$ cat src/rtl/output_argmax_receiver.sv
`default_nettype none
// ============================================================================
// Module   : output_argmax_receiver
// Brief    : Captures a packed vector of NO signed scores, scans it one element
//            per cycle and emits the index of the largest score on a
//            valid/ready stream. Define OUTPUT_ARGMAX_SCORE_EN to also emit
//            the winning score on oData_BM_Score.
// Revision : 1.0 - initial release
// ============================================================================
module output_argmax_receiver #(
    parameter int  NO    = 2,
    parameter int  NH    = 3,
    parameter int  WF    = 8,
    parameter      BURST = "yes",
    localparam int WO    = $clog2(NH) + 1 + WF,
    localparam int WC    = (NO > 1) ? $clog2(NO) : 1
) (
    input  logic             iCLK,
    input  logic             iRST,
    input  logic             iValid_AM_Output,
    output logic             oReady_AM_Output,
    input  logic [NO*WO-1:0] iData_AM_Output,
    output logic             oValid_BM_Class,
    input  logic             iReady_BM_Class,
    output logic [WC-1:0]    oData_BM_Class
`ifdef OUTPUT_ARGMAX_SCORE_EN
    ,
    output logic [WO-1:0]    oData_BM_Score
`endif
);

    localparam bit          c_burst_en = (BURST == "yes");
    localparam logic [WC-1:0] c_last_idx = WC'(NO - 1);

    typedef enum logic [1:0] {
        IDLE = 2'd0,
        SCAN = 2'd1,
        EMIT = 2'd2
    } state_t;

    state_t                 r_state;
    logic [NO*WO-1:0]       r_vec;
    logic signed [WO-1:0]   r_best;
    logic [WC-1:0]          r_idx;
    logic [WC-1:0]          r_cnt;
    logic                   r_valid;
    logic [WC-1:0]          r_class;

    logic                   w_ready;
    logic                   w_cap;
    logic [WO-1:0]          w_elem;
    logic [WO-1:0]          w_in_elem0;
    logic                   w_gt;
    logic                   w_last;

    assign w_ready    = !iRST && ((r_state == IDLE) ||
                        (c_burst_en && (r_state == EMIT) && iReady_BM_Class));
    assign w_cap      = iValid_AM_Output && w_ready;
    assign w_in_elem0 = iData_AM_Output[WO-1:0];
    assign w_elem     = r_vec[r_cnt*WO +: WO];
    // Strict greater-than so that ties keep the lower index.
    assign w_gt       = $signed(w_elem) > r_best;
    assign w_last     = (r_cnt == c_last_idx);

    always_ff @(posedge iCLK) begin
        if (iRST) begin
            r_state <= IDLE;
            r_vec   <= '0;
            r_best  <= '0;
            r_idx   <= '0;
            r_cnt   <= '0;
            r_valid <= 1'b0;
            r_class <= '0;
        end else if (w_cap) begin
            r_vec  <= iData_AM_Output;
            r_best <= w_in_elem0;
            r_idx  <= '0;
            r_cnt  <= WC'(1);
            if (NO == 1) begin
                r_state <= EMIT;
                r_valid <= 1'b1;
                r_class <= '0;
            end else begin
                r_state <= SCAN;
                r_valid <= 1'b0;
            end
        end else begin
            case (r_state)
                SCAN: begin
                    if (w_gt) begin
                        r_best <= w_elem;
                        r_idx  <= r_cnt;
                    end
                    r_cnt <= r_cnt + 1'b1;
                    // The last compare feeds the result register directly.
                    if (w_last) begin
                        r_state <= EMIT;
                        r_valid <= 1'b1;
                        r_class <= w_gt ? r_cnt : r_idx;
                    end
                end
                EMIT: begin
                    if (iReady_BM_Class) begin
                        r_state <= IDLE;
                        r_valid <= 1'b0;
                    end
                end
                default: ;
            endcase
        end
    end

    assign oReady_AM_Output = w_ready;
    assign oValid_BM_Class  = r_valid;
    assign oData_BM_Class   = r_class;

`ifdef OUTPUT_ARGMAX_SCORE_EN
    logic [WO-1:0] r_score;

    always_ff @(posedge iCLK) begin
        if (iRST) begin
            r_score <= '0;
        end else if (w_cap && (NO == 1)) begin
            r_score <= w_in_elem0;
        end else if (!w_cap && (r_state == SCAN) && w_last) begin
            r_score <= w_gt ? w_elem : r_best;
        end
    end

    assign oData_BM_Score = r_score;
`else
    // Without the score port the winning value lives only in r_best.
`endif

endmodule
`default_nettype wire
$ cat config.mk
export PLATFORM = sky130hd
export DESIGN_NAME = output_argmax_receiver
export DESIGN_NICKNAME = d
export VERILOG_FILES = /design/src/rtl/output_argmax_receiver.sv
export SDC_FILE = /design/constraint.sdc
export NUM_CORES = 1
export LEC_CHECK = 0
export ABC_CLOCK_PERIOD_IN_PS = 2790
export CAP_MARGIN = 0
export CORE_ASPECT_RATIO = 1.5
export CORE_MARGIN = 2
export CORE_UTILIZATION = 48
export DETAILED_ROUTE_END_ITERATION = 10
export GPL_TIMING_DRIVEN = 0
export PLACE_DENSITY = 0.84
export SYNTH_ARGS = -nofsm -noshare
export SYNTH_HDL_FRONTEND = slang
export SYNTH_SLANG_ARGS = --single-unit
$ cat constraint.sdc
create_clock -name iCLK -period 2.79 [get_ports iCLK]
set_clock_uncertainty 0.15 [all_clocks]
set_input_delay 0.837 -clock iCLK [delete_from_list [all_inputs] [get_ports iCLK]]
set_output_delay 0.837 -clock iCLK [all_outputs]
set_load 0.02 [all_outputs]
==> impl_results.rst, run 1 <==
.. list-table::
   :header-rows: 1

   * - Metric
     - Value
   * - Combinational share of power
     - 43.3%
   * - Count of different cell masters after synthesis
     - 33
   * - Reported net switching power
     - 648 uW
   * - Final min period
     - 2.96 ns
   * - Clock sinks
     - 38
   * - Number of max-slew violations in the final report
     - 0
   * - Relative slew margins
     - 56.7%
   * - Result of the run
     - finished, violations left
   * - Die ar.
     - 4660 um2
   * - Relative contribution of the clock network to total power
     - 22.3%
   * - Worst slack at placement
     - -0.496 ns
   * - Synthesized-area fraction occupied by ao, oa, aoi and oai cells
     - 15.6%
   * - Gr ovfl total
     - 0
   * - Maximum fanout along the worst path
     - 7
   * - Number of synthesized flops with an enable pin
     - 0
   * - Fin. Hold Viols
     - 0
   * - Slowest stage delay, CP
     - 0.34 ns
   * - Std-Cell Core Area
     - 3960 um2
   * - Yosys warning total
     - 0
   * - Setup Viol. Count Final
     - 13
   * - Sequential-to-total area share from yosys stat
     - 38.5%
   * - Number of global-route vias before repair
     - 1893
   * - Main combinational cell family by area after synthesis
     - simple AND/OR/NAND/NOR gates
   * - Net count of the mapped netlist
     - 262
   * - Iteration-0 DRC Markers
     - 60
   * - Share of flip-flops with an asynchronous set or reset
     - 0%
   * - Number of I/O port buffers
     - 28
   * - P_int
     - 1.19 mW
   * - Initial antenna violation count
     - 0
   * - Via count
     - 1798
   * - Cell with the biggest individual delay on the critical path
     - sky130_fd_sc_hd__dfxtp_2
   * - First-pass DRT Iterations
     - 4
   * - Number of buffers created by CTS
     - 5
   * - Dpl cell area
     - 2360 um2
   * - Non-Filler Cell Area, Final
     - 2700 um2
   * - Wire length of the first global-routing pass
     - 8.88 mm
   * - Post-layout nets
     - 305
   * - Met1 wire length
     - 2.08 mm
   * - Clock transition at the register clock pins on the worst setup and hold paths after CTS
     - 0.08 ns
   * - Cell at the root of the clock tree
     - sky130_fd_sc_hd__clkbuf_8
   * - Hold/Removal Path Class
     - reg2reg
   * - Total inserted antenna cells
     - 0
   * - Max cap viols
     - 0
   * - Clk_lat worst skew
     - 0.30 ns
   * - PD cells
     - 682 nW/um2
   * - Share of the clock period used by the worst path
     - 106%
   * - Area added between synthesis and finish
     - 36.2%
   * - Fin Hold WS
     - 0.289 ns
   * - Most common cell after layout, fill and taps aside
     - sky130_fd_sc_hd__nand2_1
   * - LEAKAGE
     - 1.06 nW
   * - Total met3 wirelength after detailed routing
     - 202 um
   * - Met2 wire length
     - 3.07 mm
   * - Unrepaired setup endpoints after global routing
     - true
   * - Uppermost layer routed
     - met4
   * - Largest net degree at the start of global routing
     - 13
   * - Startpoint type of the worst setup path
     - flip-flop
   * - Count of pins on the block boundary
     - 29
   * - Share of cells above drive strength 1
     - 24.2%
   * - Portion of total power attributed to sequential cells
     - 34.4%
   * - Kind of cell with the highest combined delay on the critical path
     - buffers and inverters
   * - Sum of net half-perimeters after detailed placement
     - 3.53 mm
   * - Post-Route WL
     - 5.57 mm
   * - Die H
     - 82.6 um
   * - Post-synthesis sequential element count
     - 38
   * - Dominant register cell in the synthesized netlist
     - sky130_fd_sc_hd__dfxtp_1
   * - Effective utilization at floorplan
     - 50.0%
   * - Startpoint-to-endpoint class of the critical path
     - reg2reg
   * - Number of placement rows
     - 28
   * - Required time worst endpoint
     - 2.87 ns
   * - Post-synthesis xor/xnor area fraction
     - 0.886%
   * - Adder and majority cell fraction of the synthesized area
     - 6.96%
   * - Buffers plus inverters on the worst setup path
     - 5
   * - Synth Area per Inst
     - 8.79 um2
   * - Slew at the pin closest to its max-slew limit
     - 0.650 ns
   * - Post-synthesis instance total
     - 225
   * - TritonCTS clock tree
     - done
   * - Post-synthesis mux area share
     - 7.40%
   * - Mean routed wirelength per cell
     - 17.7 um
   * - CTS H-tree lvls
     - 2
   * - Antenna-violating nets left
     - 0
   * - Hold-fix buffers at CTS
     - 0
   * - Number of non-filler instances in the completed layout
     - 314
   * - Gp weighted congestion
     - 0.818
   * - Crit path DAT
     - 3.04 ns
   * - Violated checks
     - negative setup slack
   * - Leading cell types in the layout, fill and taps excluded
     - 59 x sky130_fd_sc_hd__nand2_1, 37 x sky130_fd_sc_hd__dfxtp_1, 26 x sky130_fd_sc_hd__clkdlybuf4s50_1, 22 x sky130_fd_sc_hd__nand3b_1, 14 x sky130_fd_sc_hd__a21oi_1
   * - Overall die width
     - 56.4 um
   * - Switching Share
     - 35.3%
   * - Synth Area in Simple Gates
     - 24.9%
   * - Overall global routing resource usage
     - 25.8%
   * - Cell area after technology mapping
     - 1980 um2
   * - Highest clock frequency the design can meet
     - 338 MHz
   * - Via density per instance
     - 5.73
   * - DRC violations left
     - 0
   * - Number of fill cells
     - 309
   * - Worst IR drop on VDD
     - 525 uV
   * - Setup WS post-layout
     - -0.173 ns
   * - Series of cell instances along the critical path
     - buf_8 > buf_8 > mux2_4 > ha_4 > nand4_4 > a211oi_2 > a2111oi_4 > buf_4 > buf_4 > xnor2_4 > buf_6 > o221ai_1 > a21oi_1
   * - Setup crit end kind
     - flip-flop
   * - Count of placed standard cells including taps
     - 298
   * - Maximum clock insertion buffer count
     - 2
final timing paths:
path | end | start | slack, ns | cells after the start
hold / removal | r_vec[4]$_SDFFE_PP0P_ | r_vec[4]$_SDFFE_PP0P_ | 0.29 | 2
setup reg to reg | r_best[7]$_SDFFE_PP0P_ | r_cnt$_SDFFE_PP0P_ | -0.17 | 13
setup / recovery | r_best[7]$_SDFFE_PP0P_ | r_cnt$_SDFFE_PP0P_ | -0.17 | 13
hold reg to reg | r_vec[4]$_SDFFE_PP0P_ | r_vec[4]$_SDFFE_PP0P_ | 0.29 | 2
repair_timing:
action,CTS,global route
endpoints found under the setup margin,14,14
gates resized for setup,29,9
cloned,2,0
buffers inserted,4,2
pin swaps,11,4
worst register-to-register path, cell delays in order (launching register included):
cell and delay, ns:
sky130_fd_sc_hd__dfxtp_2 0.34, sky130_fd_sc_hd__buf_8 0.13, sky130_fd_sc_hd__buf_8 0.13, sky130_fd_sc_hd__mux2_4 0.33, sky130_fd_sc_hd__ha_4 0.31, sky130_fd_sc_hd__nand4_4 0.13
sky130_fd_sc_hd__a211oi_2 0.31, sky130_fd_sc_hd__a2111oi_4 0.11, sky130_fd_sc_hd__buf_4 0.15, sky130_fd_sc_hd__buf_4 0.14, sky130_fd_sc_hd__xnor2_4 0.21, sky130_fd_sc_hd__buf_6 0.17
sky130_fd_sc_hd__o221ai_1 0.11, sky130_fd_sc_hd__a21oi_1 0.16
metrics by stage:
stage	TNS (ns)	util [%]	total power, mW
6_report	-1.71	68.1	1.84
5_1_grt	-2.74	68.1	1.92
4_1_cts	-0.0655	66.5	1.76
3_5_place_dp	-4.14	59.6	1.21
3_3_place_gp	-2.62	59.6	1.18
2_1_floorplan	0	-	1.05
state kept, by name (all words and copies together) (netlist names):
name / cells
r_vec: 22
r_state: 2
r_idx: 1
r_cnt: 1
oData_BM_Class: 1
r_best: 11
kinds of logic after synthesis:
| group | after synthesis |
|---|---|
| AND/OR/NAND/NOR | 99 |
| buffers and inverters | 27 |
| AO/OA/AOI/OAI | 35 |
| multiplexers | 13 |
| XOR/XNOR | 2 |
| adder cells (fa/ha/maj) | 11 |
| flip-flops | 38 |
final cells by class:
type                       instances  area, um2  area share [%]
tap                               45       56.3            2.09
timing repair buffer              36        348            12.9
inverter                          11       41.3            1.53
multi-input combinational        160       1290            48.0
buffer                            16       98.8            3.67
sequential                        38        762            28.3
clock buffer                       6       82.6            3.06
clock inverter                     2       12.5           0.464
power groups by stage:
| stage | sequential (mW) | combinational [mW] | clock (mW) |
|---|---|---|---|
| 2_1_floorplan | 0.632 | 0.423 | 0 |
| 3_3_place_gp | 0.637 | 0.543 | 0 |
| 3_5_place_dp | 0.641 | 0.564 | 0 |
| 4_1_cts | 0.629 | 0.709 | 0.416 |
| 5_1_grt | 0.636 | 0.847 | 0.438 |
| 6_report | 0.632 | 0.797 | 0.409 |
Yosys cell counts, drive strengths merged, types with 3 or more instances:
master	instances	area share [%]
nand2	59	11
dfxtp	38	38
nand3b	22	8.3
a21oi	17	4.7
clkbuf	12	2.3
ha	11	7.0
inv	11	2.1
o221ai	11	7.1
mux2	10	5.7
nor2	5	0.95
buf	4	1.5
a211oi	3	1.4
mux2i	3	1.7
nand3	3	0.76
layer usage:
layer / global-route usage [%] / vias up
met1: 26.7 / 871
met5: 0 / -
met2: 48.0 / 48
li1: - / 863
met4: 17.6 / 0
met3: 3.43 / 16
Note: power is estimated with default switching activity, not from simulation.
==> run 2, diff against run 1 <==
- CORE_MARGIN: 2 -> default
- HOLD_SLACK_MARGIN: default -> 0.12
==> run 2 against run 1 <==
  * The flow still finishes with violations (negative setup slack)
  * First-iteration DRC count is 30% lower
  * Routed wire length shrank 6.9%
  * Sequential power about the same
  * Cell area is 2.4% lower
  * Non-clock buffer count up 2
  * Largest power group unchanged
==> impl_results.rst, run 2 (same netlist as run 1, synthesis figures left out) <==
.. list-table::
   :header-rows: 1

   * - Metric
     - Value
   * - Result of the run
     - finished, violations left (unchanged)
   * - Violated checks
     - negative setup slack (unchanged)
   * - Clk_lat worst skew
     - 0.29 ns (was 0.30 ns)
   * - Area of combinational cells with multiple inputs
     - 1220 um2 (was 1290 um2)
   * - Relative contribution of the clock network to total power
     - 22.4% (was 22.3%)
   * - Wire length of the first global-routing pass
     - 8.02 mm (was 8.88 mm)
   * - Final min period
     - 2.92 ns (was 2.96 ns)
   * - Share of the clock period used by the worst path
     - 105% (was 106%)
   * - Hold/Removal Path Class
     - reg2reg (unchanged)
   * - Met1 wire length
     - 1.99 mm (was 2.08 mm)
   * - Min-Delay Startpoint
     - r_vec[2]$_SDFFE_PP0P_ (was r_vec[4]$_SDFFE_PP0P_)
   * - Overall global routing resource usage
     - 25.8% (about the same)
   * - Highest clock frequency the design can meet
     - 343 MHz (was 338 MHz)
   * - Register name with the most flops
     - r_vec (unchanged)
   * - TritonCTS clock tree
     - done (unchanged)
   * - Startpoint type of the worst setup path
     - flip-flop (unchanged)
   * - Max cap viols
     - 0 (unchanged)
   * - Number of I/O port buffers
     - 28 (unchanged)
   * - Setup crit end kind
     - flip-flop (unchanged)
   * - Initial antenna violation count
     - 0 (unchanged)
   * - PD cells
     - 668 nW/um2 (was 682 nW/um2)
   * - Worst IR drop on VDD
     - 611 uV (was 525 uV)
   * - Setup Viol. Count Final
     - 12 (was 13)
   * - Switching Share
     - 34.1% (was 35.3%)
   * - Relative slew margins
     - 59.4% (was 56.7%)
   * - Reg2Reg Capture Point
     - r_idx$_SDFFE_PP0P_ (was r_best[7]$_SDFFE_PP0P_)
   * - Largest net degree at the start of global routing
     - 12 (was 13)
   * - Total met3 wirelength after detailed routing
     - 189 um (was 202 um)
   * - Std-Cell Core Area
     - 3960 um2 (unchanged)
   * - Met2 wire length
     - 2.68 mm (was 3.07 mm)
   * - Cell at the root of the clock tree
     - sky130_fd_sc_hd__clkbuf_8 (unchanged)
   * - Area added between synthesis and finish
     - 33.0% (was 36.2%)
   * - Leading cell types in the layout, fill and taps excluded
     - 59 x sky130_fd_sc_hd__nand2_1, 37 x sky130_fd_sc_hd__dfxtp_1, 27 x sky130_fd_sc_hd__clkdlybuf4s50_1, 22 x sky130_fd_sc_hd__nand3b_1, 14 x sky130_fd_sc_hd__a21oi_1 (was 59 x sky130_fd_sc_hd__nand2_1, 37 x sky130_fd_sc_hd__dfxtp_1, 26 x sky130_fd_sc_hd__clkdlybuf4s50_1, 22 x sky130_fd_sc_hd__nand3b_1, 14 x sky130_fd_sc_hd__a21oi_1)
   * - Clock transition at the register clock pins on the worst setup and hold paths after CTS
     - 0.07 ns (was 0.08 ns)
   * - Die ar.
     - 4390 um2 (was 4660 um2)
   * - Overall die width
     - 54.4 um (was 56.4 um)
   * - R2R Path Start
     - r_cnt$_SDFFE_PP0P_ (unchanged)
   * - Maximum clock insertion buffer count
     - 2 (unchanged)
   * - Gp weighted congestion
     - 0.819 (was 0.818)
   * - Sum of net half-perimeters after detailed placement
     - 3.51 mm (was 3.53 mm)
   * - DRC violations left
     - 0 (unchanged)
   * - Maximum fanout along the worst path
     - 8 (was 7)
   * - Clock sinks
     - 38 (unchanged)
   * - Combinational share of power
     - 41.5% (was 43.3%)
   * - Effective utilization at floorplan
     - 50.0% (unchanged)
   * - Fin. Hold Viols
     - 0 (unchanged)
   * - Number of fill cells
     - 320 (was 309)
   * - Endpoint, Worst Hold
     - r_vec[2]$_SDFFE_PP0P_ (was r_vec[4]$_SDFFE_PP0P_)
   * - First-pass DRT Iterations
     - 4 (unchanged)
   * - P_int
     - 1.16 mW (was 1.19 mW)
   * - Total inserted antenna cells
     - 0 (unchanged)
   * - Number of max-slew violations in the final report
     - 0 (unchanged)
   * - Uppermost layer routed
     - met4 (unchanged)
   * - Iteration-0 DRC Markers
     - 42 (was 60)
   * - Power Total
     - 1.76 mW (was 1.84 mW)
   * - Slew at the pin closest to its max-slew limit
     - 0.609 ns (was 0.650 ns)
   * - Portion of total power attributed to sequential cells
     - 36.1% (was 34.4%)
   * - Registers with the most flip-flops
     - r_vec: 22 flops, r_best: 11 flops, r_state: 2 flops (unchanged)
   * - FF/Latch Area
     - 762 um2 (unchanged)
   * - Antenna-violating nets left
     - 0 (unchanged)
   * - Path depth of the worst reg2reg path
     - 11 (was 13)
   * - Count of pins on the block boundary
     - 29 (unchanged)
   * - Gr ovfl total
     - 0 (unchanged)
   * - Reported net switching power
     - 598 uW (was 648 uW)
   * - Worst slack at placement
     - -0.467 ns (was -0.496 ns)
   * - Max reg flops
     - 22 (unchanged)
   * - Setup WS post-layout
     - -0.126 ns (was -0.173 ns)
   * - Unrepaired setup endpoints after global routing
     - true (unchanged)
   * - Crit path DAT
     - 2.93 ns (was 3.04 ns)
   * - Mean routed wirelength per cell
     - 16.4 um (was 17.7 um)
   * - Die H
     - 80.6 um (was 82.6 um)
   * - Post-Route WL
     - 5.19 mm (was 5.57 mm)
   * - Number of placement rows
     - 28 (unchanged)
   * - Flop2flop setup slack
     - -0.13 ns (was -0.17 ns)
   * - Most common cell after layout, fill and taps aside
     - sky130_fd_sc_hd__nand2_1 (unchanged)
   * - Startpoint-to-endpoint class of the critical path
     - reg2reg (unchanged)
   * - CTS H-tree lvls
     - 2 (unchanged)
   * - Number of global-route vias before repair
     - 1792 (was 1893)
   * - Required time worst endpoint
     - 2.81 ns (was 2.87 ns)
   * - Via density per instance
     - 5.58 (was 5.73)
   * - Number of instances on the worst hold path
     - 2 (unchanged)
   * - LEAKAGE
     - 1.06 nW (about the same)
   * - Post-layout nets
     - 307 (was 305)
   * - Share of cells above drive strength 1
     - 24.0% (was 24.2%)
   * - Number of buffers created by CTS
     - 5 (unchanged)
   * - Via count
     - 1762 (was 1798)
## run 2: cell count changes in the layout (fill, tap and decap cells not counted), sizes merged
cell	previous run	this run
buf	14	16
clkbuf	17	18
clkdlybuf4s50	26	27
clkinvlp	1	0
dlymetal6s2s	1	0
## run 2: through the flow
| step | cell area [um2] | setup TNS (ns) | util, % | instances | hold WS, ns |
|---|---|---|---|---|---|
| 3_3_place_gp | 2360 | -2.55 | 59.6 | 298 | 0.270 |
| 3_5_place_dp | 2360 | -3.02 | 59.6 | 298 | 0.279 |
| 6_report | 2630 | -0.825 | 66.4 | 316 | 0.291 |
| 4_1_cts | 2560 | -0.814 | 64.7 | 311 | 0.292 |
| 2_1_floorplan | 2020 | 0 | - | 225 | 0.262 |
| 5_1_grt | 2630 | -1.93 | 66.4 | 316 | 0.318 |
## run 2: power by group through the flow
stage                     Combinational [mW]  Clock (mW)  Sequential (mW)
after global routing                   0.776       0.426            0.639
final                                  0.729       0.393            0.634
after floorplan                        0.423           0            0.632
after global placement                 0.539           0            0.639
after CTS                              0.613       0.393            0.632
after detailed placement               0.558           0            0.642
## run 2: cell type report
cell class,instances,area share (%)
well taps,45,2.14
multi-input cells,160,46.6
inverters,11,1.57
plain buffers,16,3.81
clock inverters,1,0.190
repair buffers,38,13.5
flip-flops and latches,38,29.0
clock buffers,7,3.28
## run 2: worst max-delay path, cell delays in order, from the launching register on
cell and delay, ns:
sky130_fd_sc_hd__dfxtp_2 0.33, sky130_fd_sc_hd__buf_8 0.12, sky130_fd_sc_hd__buf_8 0.13, sky130_fd_sc_hd__mux2_4 0.32
sky130_fd_sc_hd__ha_4 0.23, sky130_fd_sc_hd__a211oi_2 0.24, sky130_fd_sc_hd__nor2_2 0.07, sky130_fd_sc_hd__a2111oi_4 0.36
sky130_fd_sc_hd__mux2i_2 0.36, sky130_fd_sc_hd__buf_6 0.19, sky130_fd_sc_hd__mux2i_1 0.22, sky130_fd_sc_hd__nor3_2 0.05
## run 2: layer usage
| layer | vias to the layer above | global-route usage [%] |
|---|---|---|
| met5 | - | 0 |
| met4 | 0 | 17.7 |
| met3 | 23 | 5.11 |
| met2 | 61 | 43.9 |
| met1 | 813 | 27.0 |
| li1 | 865 | - |
## run 2: worst max path at each step
stage	startpoint	end	slack [ns]	cells after the start
floorplan	r_cnt$_SDFFE_PP0P_	r_idx$_SDFFE_PP0P_	0.00006	11
global placement	iReady_BM_Class	oReady_AM_Output	-0.50	4
detailed placement	iReady_BM_Class	oReady_AM_Output	-0.47	4
CTS	r_cnt$_SDFFE_PP0P_	r_idx$_SDFFE_PP0P_	-0.10	11
global route	r_cnt$_SDFFE_PP0P_	r_idx$_SDFFE_PP0P_	-0.20	11
finish	r_cnt$_SDFFE_PP0P_	r_idx$_SDFFE_PP0P_	-0.13	11
## run 2: what timing repair did
action	CTS	global route
gates cloned	1	1
setup buffers	4	4
resized for setup	19	12
pin swaps	15	6
endpoints found under the setup margin	13	13
hold buffers	0	0
